<file path="src/rtl/counter_3ch_pkg.sv">
// Shared constants for the three-channel down-counter peripheral: bus select codes,
// control-word field offsets and channel mode encodings.
package counter_3ch_pkg;

    localparam int NUM_CH = 3;

    localparam logic [1:0] SEL_CH0  = 2'b00;
    localparam logic [1:0] SEL_CH1  = 2'b01;
    localparam logic [1:0] SEL_CH2  = 2'b10;
    localparam logic [1:0] SEL_CTRL = 2'b11;

    localparam int CTRL_EN           = 0;
    localparam int CTRL_MODE         = 1;
    localparam int CTRL_CH_STRIDE    = 4;
    localparam int CTRL_PRESCALE_LSB = 12;

    localparam logic MODE_ONESHOT  = 1'b0;
    localparam logic MODE_PERIODIC = 1'b1;

endpackage

</file>
<file path="src/rtl/counter_3ch_if.sv">
// Bus-decoder side of the counter peripheral: write strobe/select/data in,
// read data and the three channel output levels out.
interface counter_3ch_if #(parameter int WIDTH = 32);

    logic             counter_we;
    logic [1:0]       counter_set;
    logic [WIDTH-1:0] Peripheral_in;
    logic [WIDTH-1:0] counter_out;
    logic             counter0_out;
    logic             counter1_out;
    logic             counter2_out;

    modport master (
        output counter_we, counter_set, Peripheral_in,
        input  counter_out, counter0_out, counter1_out, counter2_out
    );

    modport slave (
        input  counter_we, counter_set, Peripheral_in,
        output counter_out, counter0_out, counter1_out, counter2_out
    );

endinterface

</file>
<file path="src/rtl/counter_3ch_chan.sv">
// One down-counter channel: count/reload registers and output level, with
// load-over-tick priority and one-shot / periodic terminal behaviour.
module counter_3ch_chan
    import counter_3ch_pkg::*;
#(
    parameter int WIDTH = 32
) (
    input  logic             clk,
    input  logic             rst,
    input  logic             load_i,
    input  logic [WIDTH-1:0] din_i,
    input  logic             tick_i,
    input  logic             en_i,
    input  logic             mode_i,
    output logic [WIDTH-1:0] count_o,
    output logic             out_o
);

    logic [WIDTH-1:0] count_q, count_d;
    logic [WIDTH-1:0] reload_q, reload_d;
    logic             out_q, out_d;

    always_comb begin
        count_d  = count_q;
        reload_d = reload_q;
        out_d    = out_q;
        if (load_i) begin
            reload_d = din_i;
            count_d  = din_i;
            out_d    = 1'b0;
        end else if (tick_i && en_i && (count_q != '0)) begin
            if (count_q != WIDTH'(1)) begin
                count_d = count_q - WIDTH'(1);
            end else if (mode_i == MODE_PERIODIC) begin
                // count==1 implies reload>=1, so the wave never stalls here
                count_d = reload_q;
                out_d   = ~out_q;
            end else begin
                count_d = '0;
                out_d   = 1'b1;
            end
        end
    end

    always_ff @(posedge clk or posedge rst) begin
        if (rst) begin
            count_q  <= '0;
            reload_q <= '0;
            out_q    <= 1'b0;
        end else begin
            count_q  <= count_d;
            reload_q <= reload_d;
            out_q    <= out_d;
        end
    end

    assign count_o = count_q;
    assign out_o   = out_q;

endmodule

</file>
<file path="src/rtl/counter_3ch.sv">
// Three-channel timer top: control register, shared tick source, write decode and read mux.
// COUNTER_PRESCALE_EN adds a divisor field in ctrl[12 +: PRESCALE_W] gating the tick.
module counter_3ch
    import counter_3ch_pkg::*;
#(
    parameter int WIDTH      = 32,
    parameter int PRESCALE_W = 16
) (
    input  logic          clk,
    input  logic          rst,
    counter_3ch_if.slave  bus
);

`ifdef COUNTER_PRESCALE_EN
    localparam bit PRESCALE_EN = 1'b1;
`else
    localparam bit PRESCALE_EN = 1'b0;
`endif

    localparam logic [WIDTH-1:0] CH_FIELD    = WIDTH'(12'h333);
    localparam logic [WIDTH-1:0] PRESC_FIELD =
        WIDTH'(((64'd1 << PRESCALE_W) - 64'd1) << CTRL_PRESCALE_LSB);
    localparam logic [WIDTH-1:0] CTRL_WMASK  =
        CH_FIELD | (PRESCALE_EN ? PRESC_FIELD : '0);

    logic [WIDTH-1:0] ctrl_q, ctrl_d;
    logic             ctrl_we;
    logic             tick;

    logic [NUM_CH-1:0][WIDTH-1:0] count;
    logic [NUM_CH-1:0]            chan_out;

    assign ctrl_we = bus.counter_we && (bus.counter_set == SEL_CTRL);

    always_comb begin
        ctrl_d = ctrl_q;
        if (ctrl_we) ctrl_d = bus.Peripheral_in & CTRL_WMASK;
    end

    always_ff @(posedge clk or posedge rst) begin
        if (rst) ctrl_q <= '0;
        else     ctrl_q <= ctrl_d;
    end

`ifdef COUNTER_PRESCALE_EN
    logic [PRESCALE_W-1:0] presc_q, presc_d;
    logic [PRESCALE_W-1:0] divisor;

    assign divisor = ctrl_q[CTRL_PRESCALE_LSB +: PRESCALE_W];
    assign tick    = (presc_q == divisor);

    // a control write restarts the divide phase so a new divisor takes effect cleanly
    always_comb begin
        presc_d = tick ? '0 : presc_q + 1'b1;
        if (ctrl_we) presc_d = '0;
    end

    always_ff @(posedge clk or posedge rst) begin
        if (rst) presc_q <= '0;
        else     presc_q <= presc_d;
    end
`else
    assign tick = 1'b1;
`endif

    for (genvar g = 0; g < NUM_CH; g++) begin : g_ch
        counter_3ch_chan #(.WIDTH(WIDTH)) u_chan (
            .clk     (clk),
            .rst     (rst),
            .load_i  (bus.counter_we && (bus.counter_set == 2'(g))),
            .din_i   (bus.Peripheral_in),
            .tick_i  (tick),
            .en_i    (ctrl_q[g*CTRL_CH_STRIDE + CTRL_EN]),
            .mode_i  (ctrl_q[g*CTRL_CH_STRIDE + CTRL_MODE]),
            .count_o (count[g]),
            .out_o   (chan_out[g])
        );
    end

    always_comb begin
        case (bus.counter_set)
            SEL_CH0: bus.counter_out = count[0];
            SEL_CH1: bus.counter_out = count[1];
            SEL_CH2: bus.counter_out = count[2];
            default: bus.counter_out = ctrl_q;
        endcase
    end

    assign bus.counter0_out = chan_out[0];
    assign bus.counter1_out = chan_out[1];
    assign bus.counter2_out = chan_out[2];

endmodule

</file>
<file path="src/flat_wrapper.sv">
// flat-port wrapper written by rule: the top's interface ports become plain ports
module counter_3ch_flat import counter_3ch_pkg::*;
#(
    parameter int WIDTH      = 32,
    parameter int PRESCALE_W = 16
)
  (clk, rst, bus_counter_we, bus_counter_set, bus_Peripheral_in, bus_counter_out, bus_counter0_out, bus_counter1_out, bus_counter2_out);
  counter_3ch_if #(.WIDTH(WIDTH)) bus_i ();
  input  logic clk;
  input  logic rst;
  input wire logic [$bits(bus_i.counter_we)-1:0] bus_counter_we;
  input wire logic [$bits(bus_i.counter_set)-1:0] bus_counter_set;
  input wire logic [$bits(bus_i.Peripheral_in)-1:0] bus_Peripheral_in;
  output wire logic [$bits(bus_i.counter_out)-1:0] bus_counter_out;
  output wire logic [$bits(bus_i.counter0_out)-1:0] bus_counter0_out;
  output wire logic [$bits(bus_i.counter1_out)-1:0] bus_counter1_out;
  output wire logic [$bits(bus_i.counter2_out)-1:0] bus_counter2_out;
  assign bus_i.counter_we = bus_counter_we;
  assign bus_i.counter_set = bus_counter_set;
  assign bus_i.Peripheral_in = bus_Peripheral_in;
  assign bus_counter_out = bus_i.counter_out;
  assign bus_counter0_out = bus_i.counter0_out;
  assign bus_counter1_out = bus_i.counter1_out;
  assign bus_counter2_out = bus_i.counter2_out;
  counter_3ch #(.WIDTH(WIDTH), .PRESCALE_W(PRESCALE_W)) u_core (.clk(clk), .rst(rst), .bus(bus_i));
endmodule
</file>
<file path="config.mk">
export PLATFORM = sky130hd
export DESIGN_NAME = counter_3ch_flat
export DESIGN_NICKNAME = d
export VERILOG_FILES = /design/src/rtl/counter_3ch_pkg.sv /design/src/rtl/counter_3ch_if.sv /design/src/rtl/counter_3ch_chan.sv /design/src/rtl/counter_3ch.sv /design/src/flat_wrapper.sv
export SDC_FILE = /design/constraint.sdc
export NUM_CORES = 1
export LEC_CHECK = 0
export CAP_MARGIN = 20
export CORE_MARGIN = 2
export CORE_UTILIZATION = 40
export DETAILED_ROUTE_END_ITERATION = 8
export GPL_TIMING_DRIVEN = 1
export PLACE_DENSITY = 0.65
export SETUP_SLACK_MARGIN = 0.3
export SLEW_MARGIN = 20
export SYNTH_ARGS = -nofsm -noshare
export SYNTH_HDL_FRONTEND = slang
export SYNTH_SLANG_ARGS = --single-unit
</file>
<file path="constraint.sdc">
create_clock -name clk -period 13.8 [get_ports clk]
set_input_delay 1.38 -clock clk [delete_from_list [all_inputs] [get_ports clk]]
set_output_delay 1.38 -clock clk [all_outputs]
set_load 0.03 [all_outputs]
</file>
==> results.cfg, run 1 <==
[clock_network]
cts-root-to-sink-buffers = 3
ctsResizeCount = 0
cts-buffers-inserted = 24
ctsRootBufferMaster = sky130_fd_sc_hd__clkbuf_16
path_clk_slew_ns = 0.06
clock_insertion_delay_worst_skew_ns = 0.53
cts-hold-fix-buffers = 0
clock_tree.htree_level_count = 1
cts_tree = done
postCtsSetupBuffers = 0
cts.sinks = 201

[grt]
globalRoute.totalOverflow = 0
global_route.usage.total = 0.2671
grt_start_max_net_pins = 96
grt_pass1_vias = 10820
grt_pass1_wl_um = 64920
antenna_violations_before_repair = 0

[die]
initial_utilization = 0.4047
die_area_mm2 = 0.03122
height_of_the_chip_um = 176.7
fp-row-count = 63
ioPinCount = 72
core_area_mm2 = 0.02948
die_width_um = 176.7

[placed_design]
numPlacedInstances = 1855
dp_hpwl_um = 28560
io_buffers = 71
preCtsSetupSlack_ns = 8.543
finalWeightedCongestion = 0.9576

[drt]
drt_first_iter_violations = 1257
vias_per_cell = 6.201
num_vias = 11750
number_of_remaining_drc_errors = 0
post_drt_wl_per_cell_um = 22.06
drt.antenna.violating_nets = 0
route.final.wire_length_um = 41780
dr.pass1.iters = 5

[yosys]
post_synth_and_or_nand_nor_area_fraction = 0.2750
post_synth.cell_area_avg_um2 = 8.012
synth_mux_area_frac = 0.03996
yosys.area_share.xor_xnor = 0.02790
compound_gate_portion_of_the_synthesized_area = 0.1795
yosysTopAreaCell = sky130_fd_sc_hd__dfrtp_1
synth.yosys.seq_area_share = 0.4216
synth_fa_ha_area_frac = 0.009439
synth-main-ff-cell = sky130_fd_sc_hd__dfrtp_1
synth_enable_flop_cells = 0
top_area_cell_type_share_of_the_netlist_area = 0.4216
yosysWarningCount = 0
number_of_synthesized_register_bits = 201
synth_top_family_by_area = simple AND/OR/NAND/NOR gates
post_synth_num_cell_types = 69
syn-num-nets = 1535
post_synth_main_area_contributors = sky130_fd_sc_hd__dfrtp_1, sky130_fd_sc_hd__nand2_1, sky130_fd_sc_hd__o21ai_0, sky130_fd_sc_hd__a21oi_1, sky130_fd_sc_hd__nor2_1
postSynthCellCount = 1489
synth.cell_area_mm2 = 0.01193
async_reset_ff_frac = 1.000

[setup_path]
critPathSlowestCell = sky130_fd_sc_hd__clkdlybuf4s50_1
worst_ep_arrival_time_ns = 3.94
setup.worst_path.start_class = primary input
worst_r2r_path_depth = 7
path_cells = clkdlybuf4s50_1 -> buf_4 -> nor2b_2 -> buf_4 -> nand2_1 -> o21ai_0 -> clkdlybuf4s50_1
endpoint_kind = output pin
critPathKind = in2out
worst_ep_required_time_ns = 12.42
critPathMaxFanout = 37
worst_path_largest_cell_delay_ns = 0.77

[job]
cap_violations = 0

[finish]
antennaDiodeCount = 0
areaGrowthSynthToFinish_pct = 13.97
finish.cell_count_without_fillers = 1894
mostFrequentLayoutCells = sky130_fd_sc_hd__nand2_1, sky130_fd_sc_hd__dfrtp_1, sky130_fd_sc_hd__o21ai_0, sky130_fd_sc_hd__nor2_1, sky130_fd_sc_hd__a21oi_1
fill_cells = 2939
final_common_cell = sky130_fd_sc_hd__nand2_1
final_net_count = 1538
final_core_utilization = 0.4612
drive_gt1_frac = 0.06782
layout.area.seq_mm2 = 0.005030
multiInputGateArea_mm2 = 0.006406

[sta]
relSlewSlack = 0.2266
tns_ns = 0
maxSlewViolCount = 0
finClkSkew_ns = 0.01603
finalWorstPathRequiredPeriod_ns = 5.317
timing.final.ws_setup_ns = 8.483
setup-violations-final = 0
rsz0062_at_grt = no
final.period_utilization = 0.3853
finalHoldViolations = 0
fmax_mhz = 188.1
timing_worst_slew_pin_value_ns = 1.158

[min_path]
whs_path_depth = 2
hp-class = reg2reg

[power_and_ir_drop]
leakagePower_nw = 5.806
vdd.ir_drop.worst_uv = 86.54
pwr_per_cell_area_mw_per_mm2 = 163.2

[status]
run_status = finished, final reports clean
==> cell usage after synthesis (all sizes together), types with 6 or more instances <==
library cell	count
nand2	379
dfrtp	201
o21ai	146
nor2	97
a21oi	93
clkbuf	89
nor3	49
nand3	48
nor4	44
buf	30
mux2i	27
xor2	20
and3	19
a31oi	18
xnor2	18
o211ai	16
or4	16
or3	15
inv	14
nand4	14
a311oi	10
ha	9
a221o	8
o31ai	8
a22oi	7
or2	7
a2bb2oi	6
mux2	6
mux4	6
o21a	6
o2bb2ai	6
==> metal layers <==
metal  global-route usage  vias to the layer above  routed length [um]
met4               0.1019                        0                1867
met3              0.04553                      133                3618
li1                     -                     5261                   -
met5                    0                        -                   0
met1               0.3762                     5754               17590
met2               0.4110                      597               18700
==> worst max-delay path, delay by kind of cell <==
family	cells	cell delay [ns]
AO/OA/AOI/OAI	1	0.19
buffers and inverters	4	1.91
AND/OR/NAND/NOR	2	0.43
==> final timing paths <==
kind                                                          startpoint                                              to  slack [ns]
setup / recovery                                      bus_counter_set[1]                             bus_counter_out[29]        8.48
setup reg to reg           u_core.g_ch[2].u_chan.count_o[16]$_DFFE_PP0P_   u_core.g_ch[2].u_chan.count_o[31]$_DFFE_PP0P_       10.29
max in group asynchronous                                            rst  u_core.g_ch[2].u_chan.reload_q[29]$_DFFE_PP0P_       10.52
hold reg to reg            u_core.g_ch[2].u_chan.reload_q[7]$_DFFE_PP0P_   u_core.g_ch[2].u_chan.reload_q[7]$_DFFE_PP0P_        0.47
hold / removal             u_core.g_ch[2].u_chan.reload_q[7]$_DFFE_PP0P_   u_core.g_ch[2].u_chan.reload_q[7]$_DFFE_PP0P_        0.47
min in group asynchronous                                            rst  u_core.g_ch[0].u_chan.reload_q[28]$_DFFE_PP0P_        1.35
==> registers in the layout, indices dropped and copies added, names as in the netlist <==
name / flops
u_core.g_ch.u_chan.reload_q: 96
u_core.g_ch.u_chan.out_o: 3
u_core.g_ch.u_chan.count_o: 96
u_core.ctrl_q: 6
==> area by class of cell <==
type / count / area share
Multi-Input combinational cell: 1155 / 0.4712
Sequential cell: 201 / 0.3699
Timing Repair Buffer: 96 / 0.06653
Clock buffer: 35 / 0.05015
Tap cell: 390 / 0.03589
Inverter: 14 / 0.004417
Clock inverter: 3 / 0.001932
==> power breakdown <==
group          switching (mW)  leakage [nW]  internal (mW)  total (mW)
clock                   0.254         0.347          0.339       0.593
combinational           0.386          3.00          0.268       0.654
sequential              0.241          2.46          0.731       0.972
==> through the flow <==
step	hold slack [ns]	area, um2	total power, mW
floorplan	0.4374	11930	1.335
global placement	0.4499	12860	1.601
detailed placement	0.4556	12880	1.610
CTS	0.4697	13590	2.206
global route	0.4950	13600	2.327
finish	0.4656	13600	2.219
==> cell families (layout without fill, tap and decap cells) <==
group	count (synthesis)	count (layout)
multiplexers	39	39
buffers and inverters	133	148
adder cells (fa/ha/maj)	9	9
flip-flops	201	201
XOR/XNOR	38	38
AND/OR/NAND/NOR	713	713
AO/OA/AOI/OAI	356	356
Power figures use the tool's default switching activity.
==> run 2, diff against run 1 <==
==> constraint.sdc (replaced) <==
create_clock -name clk -period 5.3 [get_ports clk]
set_input_delay 0.53 -clock clk [delete_from_list [all_inputs] [get_ports clk]]
set_output_delay 0.53 -clock clk [all_outputs]
set_load 0.03 [all_outputs]
==> results.cfg, run 2 (synthesis gave the netlist of run 1 again) <==
[status]
run_status = finished, final reports clean

[placed_design]
finalWeightedCongestion = 0.9402
placement.cell_area_mm2 = 0.01287
io_buffers = 71
dp_hpwl_um = 28760

[grt]
antenna_violations_before_repair = 0
globalRoute.totalOverflow = 0
global_route.usage.total = 0.2679
grt_start_max_net_pins = 123
grt_pass1_wl_um = 65050
grt_pass1_vias = 10950

[setup_path]
termination_of_the_worst_setup_path = bus_counter_out[29]
r2r-end = u_core.g_ch[2].u_chan.count_o[18]$_DFFE_PP0P_
regToRegSetupSlack_ns = 1.89
critPathMaxFanout = 37
endpoint_kind = output pin
worst_r2r_path_depth = 7
worst_r2r_startpoint = u_core.g_ch[2].u_chan.count_o[19]$_DFFE_PP0P_
worst_ep_required_time_ns = 4.77
worst_ep_arrival_time_ns = 3.26
startpoint = bus_counter_set[1]
critPathKind = in2out
setup.worst_path.start_class = primary input

[drt]
num_vias = 11680
vias_per_cell = 6.165
drt_first_iter_violations = 1412
dr.pass1.iters = 7
route.final.wire_length_um = 42000
drt.antenna.violating_nets = 0
number_of_remaining_drc_errors = 0
post_drt_wl_per_cell_um = 22.16

[finish]
final_net_count = 1537
layout.area.seq_mm2 = 0.005030
final_cell_area_mm2 = 0.01365
drive_gt1_frac = 0.06981
fill_cells = 2915
multiInputGateArea_mm2 = 0.006414
final_common_cell = sky130_fd_sc_hd__nand2_1
mostFrequentLayoutCells = sky130_fd_sc_hd__nand2_1, sky130_fd_sc_hd__dfrtp_1, sky130_fd_sc_hd__o21ai_0, sky130_fd_sc_hd__nor2_1, sky130_fd_sc_hd__a21oi_1
areaGrowthSynthToFinish_pct = 14.38

[sta]
setup-violations-final = 0
finClkSkew_ns = 0.01069
timing_worst_slew_pin_value_ns = 1.167
rsz0062_at_grt = no
maxSlewViolCount = 0
finalWorstPathRequiredPeriod_ns = 3.792
relSlewSlack = 0.2204
final.period_utilization = 0.7154
tns_ns = 0
fmax_mhz = 263.7
finalHoldViolations = 0

[die]
height_of_the_chip_um = 176.7
core_area_mm2 = 0.02948
fp-row-count = 63
die_width_um = 176.7
ioPinCount = 72
die_area_mm2 = 0.03122
initial_utilization = 0.4047

[clock_network]
clock_tree.htree_level_count = 1
cts-buffers-inserted = 24
cts-hold-fix-buffers = 0
ctsResizeCount = 0
clock_insertion_delay_worst_skew_ns = 0.52
cts-root-to-sink-buffers = 3
cts_tree = done
postCtsSetupBuffers = 0
cts.sinks = 201
path_clk_slew_ns = 0.05
ctsRootBufferMaster = sky130_fd_sc_hd__clkbuf_16

[power_and_ir_drop]
vdd.ir_drop.worst_uv = 234.2
leakagePower_nw = 5.828
pwr_per_cell_area_mw_per_mm2 = 428.6

[min_path]
hp-class = in2async

[job]
cap_violations = 0
run 2: cell count changes in the layout (fill, tap and decap cells not counted), sizes merged:
cell / previous run / this run
clkinv: 3 / 4
inv: 14 / 13
diode: 0 / 1
bufinv: 0 / 1
buf: 26 / 25
clkbuf: 35 / 34
clkinvlp: 0 / 1
run 2: metal layers:
metal	track usage	part of all wire	wire length [um]	vias up
met3	0.03887	0.091	3841	112
met1	0.3814	0.42	17560	5700
met2	0.4128	0.45	18860	601
met4	0.1019	0.041	1736	0
li1	-	-	-	5269
met5	0	0	0	-
run 2: critical path: stages:
cell,delay (ns)
sky130_fd_sc_hd__clkdlybuf4s50_1,0.46
sky130_fd_sc_hd__buf_4,0.37
sky130_fd_sc_hd__nor2b_4,0.69
sky130_fd_sc_hd__nand2_1,0.19
sky130_fd_sc_hd__o21ai_0,0.23
sky130_fd_sc_hd__clkdlybuf4s50_1,0.77
run 2: where the power goes:
| part | total (mW) | switching (mW) | internal, mW |
|---|---|---|---|
| registers | 2.50 | 0.593 | 1.90 |
| logic | 1.73 | 1.02 | 0.701 |
| clock network | 1.63 | 0.669 | 0.956 |
| total | 5.85 | 2.29 | 3.56 |
run 2: worst min-delay path by stage:
stage                                                         startpoint                                             end  slack [ns]
after global routing                                                 rst  u_core.g_ch[0].u_chan.reload_q[27]$_DFFE_PP0P_        0.27
final                                                                rst  u_core.g_ch[0].u_chan.reload_q[27]$_DFFE_PP0P_        0.26
after floorplan            u_core.g_ch[2].u_chan.reload_q[2]$_DFFE_PP0P_   u_core.g_ch[2].u_chan.reload_q[2]$_DFFE_PP0P_        0.44
after detailed placement  u_core.g_ch[0].u_chan.reload_q[19]$_DFFE_PP0P_  u_core.g_ch[0].u_chan.reload_q[19]$_DFFE_PP0P_        0.46
after global placement     u_core.g_ch[1].u_chan.reload_q[7]$_DFFE_PP0P_   u_core.g_ch[1].u_chan.reload_q[7]$_DFFE_PP0P_        0.45
after CTS                                                            rst  u_core.g_ch[0].u_chan.reload_q[27]$_DFFE_PP0P_        0.24
run 2: layout make-up:
type / instances / area share
well taps: 390 / 0.03576
flip-flops and latches: 201 / 0.3686
multi-input cells: 1155 / 0.4700
diodes: 1 / 0.0001834
inverters: 14 / 0.004126
repair buffers: 95 / 0.06639
clock buffers: 34 / 0.05126
clock inverters: 5 / 0.003668
run 2: per-stage QoR:
stage | instances | hold WS, ns | total power, mW | setup WS (ns) | utilization
floorplan | 1489 | 0.4374 | 3.476 | 2.122 | -
global placement | 1854 | 0.4507 | 4.153 | 1.017 | 0.4366
detailed placement | 1854 | 0.4566 | 4.179 | 1.020 | 0.4366
CTS | 1893 | 0.2443 | 5.809 | 1.199 | 0.4620
global route | 1894 | 0.2717 | 6.125 | 1.428 | 0.4628
finish | 1895 | 0.2571 | 5.848 | 1.508 | 0.4629
